===== config.mk =====
export PLATFORM = sky130hd
export DESIGN_NAME = rle_run_filter_flat
export DESIGN_NICKNAME = d
export VERILOG_FILES = /design/src/rtl/rle_run_filter_if.sv /design/src/rtl/rle_run_filter.sv /design/src/flat_wrapper.sv
export SDC_FILE = /design/constraint.sdc
export NUM_CORES = 1
export LEC_CHECK = 0
export BUFFER_PORTS_ARGS = -buffer_cell sky130_fd_sc_hd__buf_2
export CAP_MARGIN = 5
export CORE_AREA = 2 2 132 96
export CTS_BUF_LIST = sky130_fd_sc_hd__clkbuf_2
export DETAILED_ROUTE_END_ITERATION = 7
export DIE_AREA = 0 0 134 98
export PLACE_DENSITY = 0.72
export SYNTH_ARGS = -nofsm -noshare
export SYNTH_HDL_FRONTEND = slang
export SYNTH_SLANG_ARGS = --single-unit

===== constraint.sdc =====
create_clock -name CLK -period 9.65 [get_ports CLK]
set_clock_uncertainty 0.1 [all_clocks]
set_input_delay 0.965 -clock CLK [delete_from_list [all_inputs] [get_ports CLK]]
set_output_delay 0.965 -clock CLK [all_outputs]
set_load 0.01 [all_outputs]

===== src/rtl/rle_run_filter_if.sv =====
// Pixel-stream / line-record bundle for the run-length filter.
//   master: drives pix_valid, pix, sol; receives the per-line record.
//   slave : consumes the pixel stream; drives out_valid, run_found, run_start,
//           run_len, line_idx, sync_err.
interface rle_run_filter_if #(
  parameter int unsigned X_W    = 10,
  parameter int unsigned LINE_W = 10
);

  logic              pix_valid;
  logic              pix;
  logic              sol;
  logic              out_valid;
  logic              run_found;
  logic [X_W-1:0]    run_start;
  logic [X_W:0]      run_len;
  logic [LINE_W-1:0] line_idx;
  logic              sync_err;

  modport master (
    output pix_valid, pix, sol,
    input  out_valid, run_found, run_start, run_len, line_idx, sync_err
  );

  modport slave (
    input  pix_valid, pix, sol,
    output out_valid, run_found, run_start, run_len, line_idx, sync_err
  );

endinterface


===== src/rtl/rle_run_filter.sv =====
// Per-line longest-run filter for a binary mask stream. Bridges inactive gaps
// of up to GAP_TOL pixels, keeps the earliest longest run of each line and
// emits one record per line, suppressing runs shorter than MIN_SIZE.
// Ports:
//   CLK     - system clock, rising edge
//   reset_n - asynchronous active-low reset
//   bus     - slave modport: pixel stream in (pix_valid/pix/sol),
//             line record out (out_valid/run_found/run_start/run_len/
//             line_idx/sync_err)
module rle_run_filter #(
  parameter int unsigned IMAGE_W  = 640,
  parameter int unsigned X_W      = 10,
  parameter int unsigned MIN_SIZE = 5,
  parameter int unsigned GAP_TOL  = 0,
  parameter logic        ACTIVE   = 1'b1,
  parameter int unsigned LINE_W   = 10
) (
  input  logic             CLK,
  input  logic             reset_n,
  rle_run_filter_if.slave  bus
);

  localparam int unsigned LEN_W = X_W + 1;

  localparam logic [X_W-1:0]   X_LAST    = X_W'(IMAGE_W - 1);
  localparam logic [LEN_W-1:0] GAP_CLOSE = LEN_W'(GAP_TOL + 1);
  localparam logic [LEN_W-1:0] MIN_LEN   = LEN_W'(MIN_SIZE);

  // Per-line tracking state
  logic [X_W-1:0]    x_q,        x_d;
  logic              in_run_q,   in_run_d;
  logic [X_W-1:0]    cur_s_q,    cur_s_d;
  logic [LEN_W-1:0]  cur_len_q,  cur_len_d;
  logic [LEN_W-1:0]  gap_q,      gap_d;
  logic [X_W-1:0]    best_s_q,   best_s_d;
  logic [LEN_W-1:0]  best_len_q, best_len_d;
  logic [LINE_W-1:0] line_q,     line_d;

  // Registered record outputs
  logic              out_valid_q, out_valid_d;
  logic              run_found_q, run_found_d;
  logic [X_W-1:0]    run_start_q, run_start_d;
  logic [LEN_W-1:0]  run_len_q,   run_len_d;
  logic [LINE_W-1:0] line_idx_q,  line_idx_d;
  logic              sync_err_q,  sync_err_d;

  logic restart_c;
  logic close_c;
  logic eol_c;

  // Next-state: resync, run tracking, run close/compare, end-of-line record
  always_comb begin
    x_d         = x_q;
    in_run_d    = in_run_q;
    cur_s_d     = cur_s_q;
    cur_len_d   = cur_len_q;
    gap_d       = gap_q;
    best_s_d    = best_s_q;
    best_len_d  = best_len_q;
    line_d      = line_q;
    out_valid_d = 1'b0;
    sync_err_d  = 1'b0;
    run_found_d = run_found_q;
    run_start_d = run_start_q;
    run_len_d   = run_len_q;
    line_idx_d  = line_idx_q;
    restart_c   = 1'b0;
    close_c     = 1'b0;
    eol_c       = 1'b0;

    if (bus.pix_valid) begin
      // sol mid-line: drop the partial line and treat this pixel as x=0
      restart_c = bus.sol && (x_q != '0);
      if (restart_c) begin
        x_d        = '0;
        in_run_d   = 1'b0;
        cur_s_d    = '0;
        cur_len_d  = '0;
        gap_d      = '0;
        best_s_d   = '0;
        best_len_d = '0;
        sync_err_d = 1'b1;
      end

      if (bus.pix == ACTIVE) begin
        if (!in_run_d) begin
          in_run_d  = 1'b1;
          cur_s_d   = x_d;
          cur_len_d = LEN_W'(1);
        end else begin
          // Pending gap pixels become part of the run
          cur_len_d = cur_len_d + gap_d + LEN_W'(1);
        end
        gap_d = '0;
      end else if (in_run_d) begin
        gap_d = gap_d + LEN_W'(1);
        if (gap_d == GAP_CLOSE) close_c = 1'b1;
      end

      eol_c = (x_d == X_LAST);
      if (eol_c && in_run_d) close_c = 1'b1;

      // Strict compare keeps the earliest run on ties
      if (close_c) begin
        if (cur_len_d > best_len_d) begin
          best_s_d   = cur_s_d;
          best_len_d = cur_len_d;
        end
        in_run_d = 1'b0;
        gap_d    = '0;
      end

      if (eol_c) begin
        out_valid_d = 1'b1;
        line_idx_d  = line_q;
        line_d      = line_q + LINE_W'(1);
        if (best_len_d >= MIN_LEN) begin
          run_found_d = 1'b1;
          run_start_d = best_s_d;
          run_len_d   = best_len_d;
        end else begin
          run_found_d = 1'b0;
          run_start_d = '0;
          run_len_d   = '0;
        end
        x_d        = '0;
        in_run_d   = 1'b0;
        cur_s_d    = '0;
        cur_len_d  = '0;
        gap_d      = '0;
        best_s_d   = '0;
        best_len_d = '0;
      end else begin
        x_d = x_d + X_W'(1);
      end
    end
  end

  // State and output registers
  always_ff @(posedge CLK or negedge reset_n) begin
    if (!reset_n) begin
      x_q         <= '0;
      in_run_q    <= 1'b0;
      cur_s_q     <= '0;
      cur_len_q   <= '0;
      gap_q       <= '0;
      best_s_q    <= '0;
      best_len_q  <= '0;
      line_q      <= '0;
      out_valid_q <= 1'b0;
      run_found_q <= 1'b0;
      run_start_q <= '0;
      run_len_q   <= '0;
      line_idx_q  <= '0;
      sync_err_q  <= 1'b0;
    end else begin
      x_q         <= x_d;
      in_run_q    <= in_run_d;
      cur_s_q     <= cur_s_d;
      cur_len_q   <= cur_len_d;
      gap_q       <= gap_d;
      best_s_q    <= best_s_d;
      best_len_q  <= best_len_d;
      line_q      <= line_d;
      out_valid_q <= out_valid_d;
      run_found_q <= run_found_d;
      run_start_q <= run_start_d;
      run_len_q   <= run_len_d;
      line_idx_q  <= line_idx_d;
      sync_err_q  <= sync_err_d;
    end
  end

  assign bus.out_valid = out_valid_q;
  assign bus.run_found = run_found_q;
  assign bus.run_start = run_start_q;
  assign bus.run_len   = run_len_q;
  assign bus.line_idx  = line_idx_q;
  assign bus.sync_err  = sync_err_q;

endmodule


===== src/flat_wrapper.sv =====
// flat-port wrapper written by rule: the top's interface ports become plain ports
module rle_run_filter_flat 
#(
  parameter int unsigned IMAGE_W  = 640,
  parameter int unsigned X_W      = 10,
  parameter int unsigned MIN_SIZE = 5,
  parameter int unsigned GAP_TOL  = 0,
  parameter logic        ACTIVE   = 1'b1,
  parameter int unsigned LINE_W   = 10
)
  (CLK, reset_n, bus_pix_valid, bus_pix, bus_sol, bus_out_valid, bus_run_found, bus_run_start, bus_run_len, bus_line_idx, bus_sync_err);
  rle_run_filter_if #(.X_W(X_W), .LINE_W(LINE_W)) bus_i ();
  input  logic CLK;
  input  logic reset_n;
  input wire logic [$bits(bus_i.pix_valid)-1:0] bus_pix_valid;
  input wire logic [$bits(bus_i.pix)-1:0] bus_pix;
  input wire logic [$bits(bus_i.sol)-1:0] bus_sol;
  output wire logic [$bits(bus_i.out_valid)-1:0] bus_out_valid;
  output wire logic [$bits(bus_i.run_found)-1:0] bus_run_found;
  output wire logic [$bits(bus_i.run_start)-1:0] bus_run_start;
  output wire logic [$bits(bus_i.run_len)-1:0] bus_run_len;
  output wire logic [$bits(bus_i.line_idx)-1:0] bus_line_idx;
  output wire logic [$bits(bus_i.sync_err)-1:0] bus_sync_err;
  assign bus_i.pix_valid = bus_pix_valid;
  assign bus_i.pix = bus_pix;
  assign bus_i.sol = bus_sol;
  assign bus_out_valid = bus_i.out_valid;
  assign bus_run_found = bus_i.run_found;
  assign bus_run_start = bus_i.run_start;
  assign bus_run_len = bus_i.run_len;
  assign bus_line_idx = bus_i.line_idx;
  assign bus_sync_err = bus_i.sync_err;
  rle_run_filter #(.IMAGE_W(IMAGE_W), .X_W(X_W), .MIN_SIZE(MIN_SIZE), .GAP_TOL(GAP_TOL), .ACTIVE(ACTIVE), .LINE_W(LINE_W)) u_core (.CLK(CLK), .reset_n(reset_n), .bus(bus_i));
endmodule

# After elaboration in Yosys (flattened, before gate mapping)
# Index checks and enable logic that the tools add are counted.
# W data, S select, Z words.
# word_totals
ff_bits,108
inputBits,5
output_inout_bits,34
# classes
magnitude_cmp,2
n_mux,47
eq_ne,2
add_sub_neg,5
n_reduce_logical,4
# ops
op,n
$mux W11,19
$mux W10,12
$add A11 B1 Y11 const B,2
$add A10 B1 Y10 const B,2
$mux W1,16
$add A11 B11 Y11,1
$eq A11 B1 Y1 const B,1
$ge A11 B3 Y1 const B,1
$gt A11 B11 Y1,1
$eq A10 B10 Y1 const B,1
$reduce_bool A10 Y1,1
$logic_and A1 B1 Y1,2
$reduce_and A2 Y1,1

# Longest topological paths before layout
# Gate-level depths: netlist of run 1.
# depth
depth_word,15
depth_mapped,27
depth_no_buf,22

# Worst setup path before layout of run 1
# Ideal clock, no wire load.
# synth_path
path_type,register -> register
start,register u_core.x_q[7]
end,"register u_core.run_len_q[2], in the netlist u_core.bus.run_len[2]"
path_stages_with_launch,28
arrival_ps,6158
setup_slack_ps,3265
path_buffers,5
period_less_slack_ps,6385
cell_sequence,dfrtp_1 > or4_4 > o31ai_4 > buf_6 > buf_2 > buf_2 > buf_1 > and2_1 > inv_1 > fa_1 > nor2b_1 > o2111ai_1 > a21boi_0 > o21ai_0 > a21boi_0 > nor3_1 > nor2_1 > ha_1 > nand3_1 > or4_1 > a21oi_1 > a211oi_1 > a21oi_1 > a21o_1 > o211ai_2 > nor4b_4 > buf_6 > nor3_2
# synth_between
elab_chain_cells,15
# synth_lines
element,line_no,text
start: declaration,rle_run_filter.sv:30,"logic [X_W-1:0] x_q, x_d;"
start signal: assignment,rle_run_filter.sv:142,x_q <= '0;
start signal: assignment,rle_run_filter.sv:157,x_q <= x_d;
$reduce_bool A10 Y1,rle_run_filter.sv:73,restart_c = bus.sol && (x_q != '0);
$logic_and A1 B1 Y1,rle_run_filter.sv:73,
$mux W11,rle_run_filter.sv:74,if (restart_c) begin
$mux W11,rle_run_filter.sv:71,if (bus.pix_valid) begin
$add A11 B11 Y11 or $add A11 B1 Y11 (tied branches),"rle_run_filter.sv:92, rle_run_filter.sv:96",
$add A11 B1 Y11 or $eq A11 B1 Y1 (tied branches),"rle_run_filter.sv:92, rle_run_filter.sv:97",
$mux W11 or $mux W1 (tied branches),"rle_run_filter.sv:86, rle_run_filter.sv:97",
$mux W11 or $mux W1 (tied branches),"rle_run_filter.sv:85, rle_run_filter.sv:95",
$mux W11 or $mux W1 (tied branches),"rle_run_filter.sv:71, rle_run_filter.sv:85",
$gt A11 B11 Y1 or $mux W1 (tied branches),"rle_run_filter.sv:105, rle_run_filter.sv:101",
$mux W11 or $mux W1 (tied branches),"rle_run_filter.sv:105, rle_run_filter.sv:71",
$mux W11,rle_run_filter.sv:104,if (close_c) begin
$mux W11,rle_run_filter.sv:71,
$ge A11 B3 Y1,rle_run_filter.sv:117,if (best_len_d >= MIN_LEN) begin
$mux W11,rle_run_filter.sv:117,
end signal: assignment,rle_run_filter.sv:168,run_len_q <= run_len_d;
end: declaration,rle_run_filter.sv:43,"logic [LEN_W-1:0] run_len_q, run_len_d;"
# Parallel ways exist; a longest one is shown, timed or not. The select of a mux whose other input is x is not followed.
# A chain may end at the register's enable or synchronous reset.

# Final worst setup path of run 1
# layout_path
start,register u_core.x_q[6]
end,"register u_core.run_len_q[0], in the netlist u_core.bus.run_len[0]"
# The elaborated chain is that of the path after synthesis.

==> out/metrics.csv, run 1 <==
stage,metric,value,unit
layout,share of cells above drive strength 1,12.8,%
power,leakage,0.00314,uW
logic_synthesis,"FFs w/ async S/R, synth",100,%
status,status,"complete, no violations",
worst_setup_path,Reg2Reg Depth,22,
logic_synthesis,Ys Warns,0,
power,combinational share of power,16.3,%
worst_setup_path,critical path class,reg -> reg,
logic_synthesis,leading area contributor after synthesis,dfrtp_1,
clock_network,total CTS buffers,9,
die,Initial Util,53.5,%
sta,RSZ-0062 raised after global routing,no,
logic_synthesis,"EDFF count, synth",0,
routing,DR pass1 iterations,5,
clock_network,CTS tree,built,
power,NetSw,284,uW
routing,Iteration-0 DRC Markers,544,
sta,Final Hold Viols,0,
grt,initial antenna violation count,0,
sta,final worst-path cycle share,75.2,%
layout,Fill cells,1066,
worst_setup_path,Crit-path slowest cell,nor4b_4,
die,Chip Height,98,um
clock_network,clock buffer depth,2,
placed_design,detailed placer's ending HPWL,11.5,mm
logic_synthesis,Synth Net Count,748,
power,PwrDens,127,mW/mm^2
worst_setup_path,crit path DAT,7.65,ns
worst_setup_path,Setup crit end kind,register,
job,Max Cap Violations,0,
grt,GRT Residual Overflow,0,
placed_design,IO Port Bufs,38,
die,die extent in x,134,um
clock_network,clk_lat worst skew,0.63,ns
worst_setup_path,Setup crit start,u_core.x_q[6],
sta,final setup fails,0,
logic_synthesis,"Cell Area, Synth",0.00640,sq mm
worst_setup_path,Critical R2R Capture,u_core.bus.run_len[0],
power,Switching Fraction,33.0,%
clock_network,"Setup Fix Bufs, Post-CTS",0,
clock_network,"Reg clk slew, reported paths",0.34,ns
clock_network,clock root cell,clkbuf_2,
logic_synthesis,Synth cell types,72,
sta,Setup TNS Final,0,ns
logic_synthesis,Syn Inst Count,718,
sta,max_slew headroom,23.9,%
routing,total wire length,16.5,mm
power,Peak VDD IR,0.0890,mV
logic_synthesis,register area share after synthesis,42.2,%
grt,first-pass GRT wire length,27.7,mm
hold_path,Hold WC Path Type,in -> async,
routing,vias post-DR,5635,
layout,design area,0.00680,sq mm
worst_setup_path,crit-path max FO,58,
routing,DRC viols,0,
logic_synthesis,most frequent cells after synthesis,"nand2_1, dfrtp_1, nor2_1",
logic_synthesis,Mapped Avg Cell Area,8.91,sq um
die,core area,0.0120,sq mm
routing,Wirelength per Cell,18.3,um
clock_network,htree depth,3,
worst_setup_path,R2R Setup Slk,2.39,ns
layout,Nets,765,
sta,Hold WS,0.129,ns
power,clock share of power,27.4,%
logic_synthesis,Synth Register Bits,108,
logic_synthesis,"top cells by area, synth","dfrtp_1, nand2_1, ha_1",
sta,min Tclk post-route,7.26,ns
clock_network,CTS Hold Bufs,0,
clock_network,clk sinks,108,
worst_setup_path,r2r startpoint,u_core.x_q[6],
power,Seq pwr share,56.3,%
layout,Layout Area Growth over Synthesis,6.32,%
die,Ports,39,
placed_design,Post-DP Area,0.00667,sq mm
placed_design,GPL Wtd Cong,0.933,
die,Rows,34,
die,Die Area,0.0131,sq mm
sta,Slew Limit Fails,0,
clock_network,post_cts resized,0,
worst_setup_path,capture point of the critical path,u_core.bus.run_len[0],
sta,worst slew pin tran,1.13,ns
worst_setup_path,critical path launch point type,register,
worst_setup_path,required time of the critical path,10.04,ns
grt,GRT Util Overall,26.3,%
routing,vias per cell,6.25,
routing,post-route ant nets,0,
power,Pint,577,uW
grt,vias in the first global route,5320,
worst_setup_path,crit-path max cell delay,0.89,ns
grt,pin count of the biggest net entering global routing,72,
layout,Antenna Cells,0,
logic_synthesis,"count leader, synth",nand2_1,
logic_synthesis,"Top FF cell, synth",dfrtp_1,
worst_setup_path,worst-path cell chain,or4_4 -> o31ai_4 -> buf_4 -> and2_1 -> ha_1 -> nor2b_1 -> o2111ai_1 -> a21boi_0 -> o21ai_0 -> a21boi_0 -> nor3_1 -> nor2_1 -> ha_1 -> nand3_1 -> or4_1 -> a21oi_1 -> a211oi_1 -> nor3_2 -> buf_4 -> mux2i_1 -> nor4b_4 -> nor3_1,
logic_synthesis,top-area cell type share of the netlist area,42.2,%
sta,max frequency,0.138,GHz
-- metrics by stage --
step	worst slack [ns]	power [uW]	std cells	util (%)
3_5_place_dp	2.52	630	886	55.8
3_3_place_gp	2.77	625	886	55.8
2_1_floorplan	3.27	589	718	-
5_1_grt	1.85	898	902	56.9
6_report	2.39	861	902	56.9
4_1_cts	2.43	863	902	56.9
-- area by class of cell --
type / instances / area (sq um) / area share [%]
multi-input combinational: 557 / 3470 / 51.0
sequential: 108 / 2700 / 39.7
timing repair buffer: 43 / 230 / 3.38
tap: 162 / 203 / 2.98
clock inverter: 7 / 91.3 / 1.34
inverter: 16 / 60.1 / 0.883
clock buffer: 9 / 45.0 / 0.662
-- worst min path at each step --
stage                                       from                     end  slack (ns)  cells past startpoint
after floorplan                 u_core.line_q[9]        u_core.line_q[9]        0.35                      1
after global placement    u_core.bus.line_idx[6]  u_core.bus.line_idx[6]        0.35                      2
after detailed placement  u_core.bus.line_idx[6]  u_core.bus.line_idx[6]        0.36                      2
after CTS                                reset_n       u_core.cur_s_q[4]        0.13                      1
after global routing                     reset_n       u_core.cur_s_q[4]        0.12                      1
final                                    reset_n       u_core.cur_s_q[4]        0.13                      1
-- placed cells by master (no fill, tap or decap), types with 7 or more instances in the layout --
master	n
nand4_1	10
nor2_1	58
and2_1	18
a31oi_1	9
or3_1	7
a21oi_1	29
buf_2	37
a22o_1	24
inv_1	15
nor2b_1	8
nand2_1	135
dfrtp_1	108
ha_1	24
o2111ai_1	9
o21ai_0	47
nand3_1	22
a21oi_2	9
clkbuf_2	9
o211ai_1	12
and3_1	8
xnor2_1	8
nor3_1	13
o2bb2ai_1	15
-- cells by family (layout without fill, tap and decap cells) --
logic type               count (synthesis)  after routing  share of synthesized area, %
adder cells (fa/ha/maj)                 25             25                          5.01
buffers and inverters                   53             75                          3.60
AND/OR/NAND/NOR                        302            302                          22.2
flip-flops                             108            108                          42.2
multiplexers                             5              5                         0.802
XOR/XNOR                                13             13                          1.78
AO/OA/AOI/OAI                          212            212                          24.4
-- critical path: cells and delay by family (launching register included) --
family / cells / cell delay, ns
buffers and inverters: 2 / 0.90
AO/OA/AOI/OAI: 7 / 1.92
multiplexers: 1 / 0.17
adder cells (fa/ha/maj): 2 / 0.42
flip-flops: 1 / 0.55
AND/OR/NAND/NOR: 10 / 3.03
-- flip-flops by register name, summed over array words and instances, names as in the netlist, 10 cells and up --
signal	flops
u_core.best_s_q	10
u_core.x_q	10
u_core.line_q	10
u_core.bus.run_start	10
u_core.bus.run_len	11
u_core.bus.line_idx	10
u_core.cur_s_q	10
u_core.gap_q	11
u_core.best_len_q	11
u_core.cur_len_q	11
-- power groups by stage --
stage / registers, uW / clock network (uW) / logic (uW)
floorplan: 486 / 0 / 103
global route: 487 / 254 / 157
detailed placement: 491 / 0 / 139
global placement: 490 / 0 / 135
finish: 484 / 236 / 141
CTS: 484 / 240 / 140
-- metal layers --
layer | up-vias | GRT usage, % | wire [um]
li1 | 2652 | - | -
met1 | 2725 | 40.0 | 7870
met2 | 226 | 38.4 | 7210
met3 | 32 | 5.14 | 1160
met4 | 0 | 7.45 | 281
met5 | - | 0 | 0
No activity file was read; power rests on OpenSTA's default activity.
==> inputs of run 2 (changes only) <==
Clock period 9.65 ns to 7.1 ns, I/O delays scaled along.
==> run 2 against run 1 <==
Worst hold slack better by 0.26 ns. Maximum frequency up 12%. Combinational power up 39%. Worst setup slack worse by 1.8 ns. Global-route usage up 0.41 points. Count of clock-buffer cells in the layout unchanged. Register-to-register slack worse by 1.8 ns. Clock power up 25%.
==> out/metrics.csv, run 2 (synthesized netlist as in run 1, its figures left out) <==
stage,metric,value,unit,change
routing,Wirelength per Cell,18.4,um,+0.24%
sta,final worst-path cycle share,91.5,%,+16 points
job,Max Cap Violations,0,,unchanged
clock_network,clock buffer depth,2,,unchanged
clock_network,"Reg clk slew, reported paths",0.34,ns,about the same
worst_setup_path,crit path DAT,6.88,ns,-0.77 ns
sta,final setup fails,0,,unchanged
routing,DR pass1 iterations,7,,+2
layout,footprint of the multi-input gates,0.00347,sq mm,unchanged
grt,GRT Residual Overflow,0,,unchanged
layout,most frequent cells in the layout,"nand2_1, dfrtp_1, nor2_1, o21ai_0, buf_2",,
power,Peak VDD IR,0.107,mV,+20%
worst_setup_path,critical path class,reg -> reg,,
layout,Nets,770,,+0.65%
hold_path,Hold WC Path Type,reg -> reg,,
die,core area,0.0120,sq mm,unchanged
clock_network,clock root cell,clkbuf_2,,
clock_network,CTS tree,built,,
worst_setup_path,required time of the critical path,7.48,ns,-2.56 ns
worst_setup_path,Reg2Reg Depth,23,,+4.5%
layout,Antenna Cells,0,,unchanged
layout,FF/Latch Area,0.00270,sq mm,unchanged
worst_setup_path,r2r startpoint,u_core.x_q[7],,
sta,worst slew pin tran,1.10,ns,-0.0375 ns
status,status,"complete, no violations",,
die,die extent in x,134,um,unchanged
grt,first-pass GRT wire length,28.3,mm,+2.1%
clock_network,htree depth,3,,unchanged
routing,total wire length,16.7,mm,+0.79%
routing,DRC viols,0,,unchanged
placed_design,IO Port Bufs,38,,unchanged
grt,vias in the first global route,5344,,+0.45%
grt,pin count of the biggest net entering global routing,72,,unchanged
sta,max frequency,0.154,GHz,+12%
power,leakage,0.00317,uW,+0.70%
routing,Iteration-0 DRC Markers,588,,+8.1%
worst_setup_path,Setup crit end kind,register,,
grt,initial antenna violation count,0,,unchanged
layout,Layout Area Growth over Synthesis,6.71,%,
power,PwrDens,168,mW/mm^2,+33%
die,Rows,34,,unchanged
layout,"most common cell after layout, fill and taps aside",nand2_1,,
sta,RSZ-0062 raised after global routing,no,,
die,Die Area,0.0131,sq mm,unchanged
layout,design area,0.00683,sq mm,+0.37%
clock_network,clk sinks,108,,unchanged
hold_path,Min-Delay Path Depth,1,,
placed_design,detailed placer's ending HPWL,11.7,mm,+1.8%
worst_setup_path,crit-path max FO,14,,-76%
sta,Hold WS,0.393,ns,+0.265 ns
worst_setup_path,Setup crit start,u_core.x_q[7],,
sta,max_slew headroom,26.7,%,+2.7 points
sta,Slew Limit Fails,0,,unchanged
clock_network,total CTS buffers,9,,unchanged
die,Initial Util,53.5,%,unchanged
hold_path,hold_sp,u_core.line_q[9],,
sta,min Tclk post-route,6.49,ns,-0.764 ns
grt,GRT Util Overall,26.8,%,+0.41 points
die,Chip Height,98,um,unchanged
layout,share of cells above drive strength 1,13.3,%,+0.45 points
routing,vias per cell,6.26,,+0.14%
worst_setup_path,critical path launch point type,register,,
sta,Final Hold Viols,0,,unchanged
placed_design,GPL Wtd Cong,0.962,,+3.1%
routing,vias post-DR,5674,,+0.69%
layout,Fill cells,1076,,+0.94%
die,Ports,39,,unchanged
routing,post-route ant nets,0,,unchanged
clock_network,clk_lat worst skew,0.63,ns,about the same
sta,Setup TNS Final,0,ns,unchanged
placed_design,Post-DP Area,0.00670,sq mm,+0.45%
-- run 2: changes by cell type in the layout (fill, tap and decap cells not counted), sizes merged --
cell / before / now
bufinv: 1 / 0
buf: 43 / 47
clkinv: 2 / 4
clkinvlp: 1 / 0
dlygate4sd3: 0 / 1
-- run 2: what timing repair did --
item                                   CTS  global route
hold buffers                             1             0
buffers inserted                         0             0
endpoints found under the hold margin   37             0
resized for setup                        0             0
-- run 2: where the power goes --
| group | switching (uW) | internal, uW |
|---|---|---|
| clock network | 235 | 60.4 |
| logic | 138 | 57.9 |
| registers | 21.2 | 638 |
-- run 2: final cells by class --
class,count,share of cell area (%)
Clock buffer,9,0.660
Clock inverter,7,1.12
Inverter,16,0.880
Multi-Input combinational cell,557,50.8
Sequential cell,108,39.6
Tap cell,162,2.97
Timing Repair Buffer,48,3.96
-- run 2: per-stage QoR --
stage	worst slack [ns]	power [uW]	cells	utilization [%]
floorplan	0.715	800	718	-
global placement	0.944	853	890	56.0
detailed placement	0.744	860	890	56.0
CTS	0.646	1150	907	57.1
global route	0.0237	1210	907	57.1
finish	0.606	1150	907	57.1
-- run 2: final timing paths --
check	end	slack (ns)
setup / recovery	u_core.bus.run_start[0]	0.61
max in group asynchronous	u_core.x_q[8]	5.18
setup reg to reg	u_core.bus.run_start[0]	0.61
hold / removal	u_core.line_q[9]	0.39
min in group asynchronous	u_core.gap_q[5]	0.44
hold reg to reg	u_core.line_q[9]	0.39
-- run 2: worst max-delay path, stage by stage, from the launching register on --
cell	delay [ns]
dfrtp_1	0.52
or4_4	0.58
o31ai_4	0.47
nand2_1	0.16
ha_1	0.26
fa_1	0.39
nor2b_1	0.22
o2111ai_1	0.18
a21boi_0	0.32
o21ai_0	0.20
a21boi_0	0.21
nor3_1	0.24
nor2_1	0.07
ha_1	0.30
nand3_1	0.09
or4_1	0.50
a21oi_1	0.14
a211oi_1	0.13
a21oi_1	0.35
a21o_1	0.20
o211ai_2	0.10
nor4b_4	0.27
buf_4	0.28
a211oi_1	0.07
-- run 2: metal layers --
| metal | part of all wire (%) | global-route usage, % | routed length [um] | vias to the layer above |
|---|---|---|---|---|
| met2 | 44 | 40.0 | 7340 | 224 |
| li1 | - | - | - | 2655 |
| met5 | 0 | 0 | 0 | - |
| met1 | 49 | 41.6 | 8200 | 2782 |
| met4 | 0.73 | 4.66 | 122 | 0 |
| met3 | 6.0 | 4.21 | 991 | 13 |
==> inputs of run 3 (changes only) <==
Clock period 7.1 ns to 7.5 ns, I/O delays scaled along.
==> run 3 against run 2 <==
Sequential share of layout area decreased by 0.065 points. Flip-flop and latch count unchanged. First-iteration DRC count increased by 30%. Total power decreased by 5.5%. Worst hold slack improved by 0.0077 ns. Global-route usage about the same. Final cell count increased by 0.11%. Maximum frequency decreased by 3.6%. Routed wire length increased by 0.23%. Worst setup slack improved by 0.16 ns. Critical path type unchanged. Critical endpoint unchanged.
==> out/metrics.csv, run 3 (synthesized netlist as in run 1, its figures left out) <==
stage,metric,value,unit,change
status,status,"complete, no violations",,
clock_network,clock root cell,clkbuf_2,,
die,die extent in x,134,um,unchanged
routing,DRC viols,0,,unchanged
hold_path,hold_sp,u_core.line_q[9],,
layout,Antenna Cells,0,,unchanged
sta,max frequency,0.148,GHz,-3.6%
grt,pin count of the biggest net entering global routing,71,,-1.4%
die,Rows,34,,unchanged
sta,final setup fails,0,,unchanged
die,Initial Util,53.5,%,unchanged
die,Chip Height,98,um,unchanged
layout,"most common cell after layout, fill and taps aside",nand2_1,,
routing,post-route ant nets,0,,unchanged
worst_setup_path,crit-path max FO,27,,+13
sta,max_slew headroom,30.4,%,+3.7 points
placed_design,GPL Wtd Cong,0.922,,-4.2%
sta,RSZ-0062 raised after global routing,no,,
layout,Layout Area Growth over Synthesis,6.88,%,
clock_network,total CTS buffers,9,,unchanged
sta,Final Hold Viols,0,,unchanged
grt,first-pass GRT wire length,28.0,mm,-0.95%
placed_design,detailed placer's ending HPWL,11.8,mm,+0.46%
worst_setup_path,Setup crit end kind,register,,
hold_path,Worst Hold End,u_core.line_q[9],,
worst_setup_path,critical path class,reg -> reg,,
routing,DR pass1 iterations,6,,-1
sta,final worst-path cycle share,89.8,%,-1.6 points
routing,Wirelength per Cell,18.4,um,+0.12%
die,core area,0.0120,sq mm,unchanged
grt,initial antenna violation count,0,,unchanged
sta,Setup TNS Final,0,ns,unchanged
grt,GRT Residual Overflow,0,,unchanged
clock_network,"Setup Fix Bufs, Post-CTS",0,,unchanged
grt,grt met1 use,41.0,%,-0.57 points
worst_setup_path,crit path DAT,7.19,ns,+0.31 ns
worst_setup_path,required time of the critical path,7.96,ns,+0.48 ns
clock_network,"Reg clk slew, reported paths",0.33,ns,about the same
sta,min Tclk post-route,6.74,ns,+0.242 ns
die,Die Area,0.0131,sq mm,unchanged
die,Ports,39,,unchanged
worst_setup_path,r2r startpoint,u_core.x_q[7],,
power,Peak VDD IR,0.107,mV,-0.20%
clock_network,CTS tree,built,,
sta,worst slew pin tran,1.04,ns,-0.0551 ns
routing,vias per cell,6.20,,-0.87%
layout,share of cells above drive strength 1,13.4,%,+0.12 points
clock_network,clock buffer depth,2,,unchanged
hold_path,Hold WC Path Type,reg -> reg,,
layout,Util after Layout,57.2,%,+0.094 points
power,leakage,0.00317,uW,about the same
hold_path,Min-Delay Path Depth,1,,unchanged
layout,Nets,771,,+0.13%
worst_setup_path,critical path launch point type,register,,
clock_network,clk_lat worst skew,0.63,ns,about the same
grt,GRT Util Overall,26.7,%,about the same
worst_setup_path,Critical R2R Capture,u_core.bus.run_start[0],,
clock_network,htree depth,3,,unchanged
grt,Top Usage Layer GRT,met1,,
worst_setup_path,Reg2Reg Depth,24,,+4.3%
job,Max Cap Violations,0,,unchanged
grt,vias in the first global route,5416,,+1.3%
power,PwrDens,159,mW/mm^2,-5.7%
routing,Iteration-0 DRC Markers,762,,+30%
clock_network,CTS Hold Bufs,1,,unchanged
placed_design,IO Port Bufs,38,,unchanged
sta,Slew Limit Fails,0,,unchanged
grt,met3 usage,4.05,%,-0.16 points
worst_setup_path,R2R Setup Slk,0.76,ns,+0.16 ns
power,PnR Total Power,1090,uW,-5.5%
layout,most frequent cells in the layout,"nand2_1, dfrtp_1, nor2_1, o21ai_0, buf_2",,
routing,vias post-DR,5631,,-0.76%
clock_network,post_cts resized,0,,unchanged
clock_network,clk sinks,108,,unchanged
grt,M2 GR Usage,39.9,%,about the same
routing,total wire length,16.7,mm,+0.23%
run 3: cell count changes in the layout (fill, tap and decap cells not counted), sizes merged:
| cell | delta |
|---|---|
| clkinvlp | +1 |
| buf | +1 |
| inv | -1 |
run 3: layout make-up:
cell class / instances / area (sq um)
Clock buffer: 9 / 45.0
Clock inverter: 7 / 80.1
Fill cell: 1074 / 5110
Inverter: 16 / 60.1
Multi-Input combinational cell: 557 / 3470
Sequential cell: 108 / 2700
Tap cell: 162 / 203
Timing Repair Buffer: 49 / 278
run 3: where the power goes:
group	total, uW	leakage, uW	switching [uW]	internal, uW
clock network	277	0.0000717	221	56.4
logic	186	0.00160	131	54.9
registers	624	0.00150	19.7	604
total	1090	0.00317	371	715
run 3: worst max-delay path, stage by stage (launching register included):
cell and delay (ns):
dfrtp_1 0.53, or4_4 0.59, o31ai_4 0.24, buf_4 0.25
and2_1 0.21, inv_1 0.08, fa_1 0.44, nor2b_1 0.23
o2111ai_1 0.20, a21boi_0 0.35, o21ai_0 0.21, a21boi_0 0.21
nor3_1 0.22, nor2_1 0.07, ha_1 0.32, nand3_1 0.10
or4_1 0.51, a21oi_1 0.15, a211oi_1 0.13, nor3_2 0.30
buf_4 0.33, mux2_2 0.37, nor4b_4 0.13, buf_4 0.21
a211oi_1 0.20
run 3: per-stage QoR:
stage	instance area, sq um	instances	hold slack (ns)	setup WS [ns]
floorplan	6400	718	0.345	1.12
global placement	6700	891	0.352	1.17
detailed placement	6700	891	0.359	0.887
CTS	6840	908	0.403	0.798
global route	6840	908	0.429	0.202
finish	6840	908	0.401	0.763
run 3: how the worst max path moves through the flow:
stage / startpoint / to / slack, ns / cells past startpoint
3_3_place_gp: u_core.x_q[7] / u_core.bus.run_len[1] / 1.17 / 24
4_1_cts: u_core.x_q[7] / u_core.bus.run_start[0] / 0.80 / 24
3_5_place_dp: u_core.x_q[7] / u_core.bus.run_start[0] / 0.89 / 24
2_1_floorplan: u_core.x_q[7] / u_core.bus.run_len[2] / 1.12 / 27
6_report: u_core.x_q[7] / u_core.bus.run_start[0] / 0.76 / 24
5_1_grt: u_core.x_q[7] / u_core.bus.run_start[1] / 0.20 / 24
run 3: routing by layer:
layer | up-vias | routed length (um)
li1 | 2658 | -
met1 | 2720 | 7910
met2 | 232 | 7330
met3 | 21 | 1230
met4 | 0 | 227
met5 | - | 0
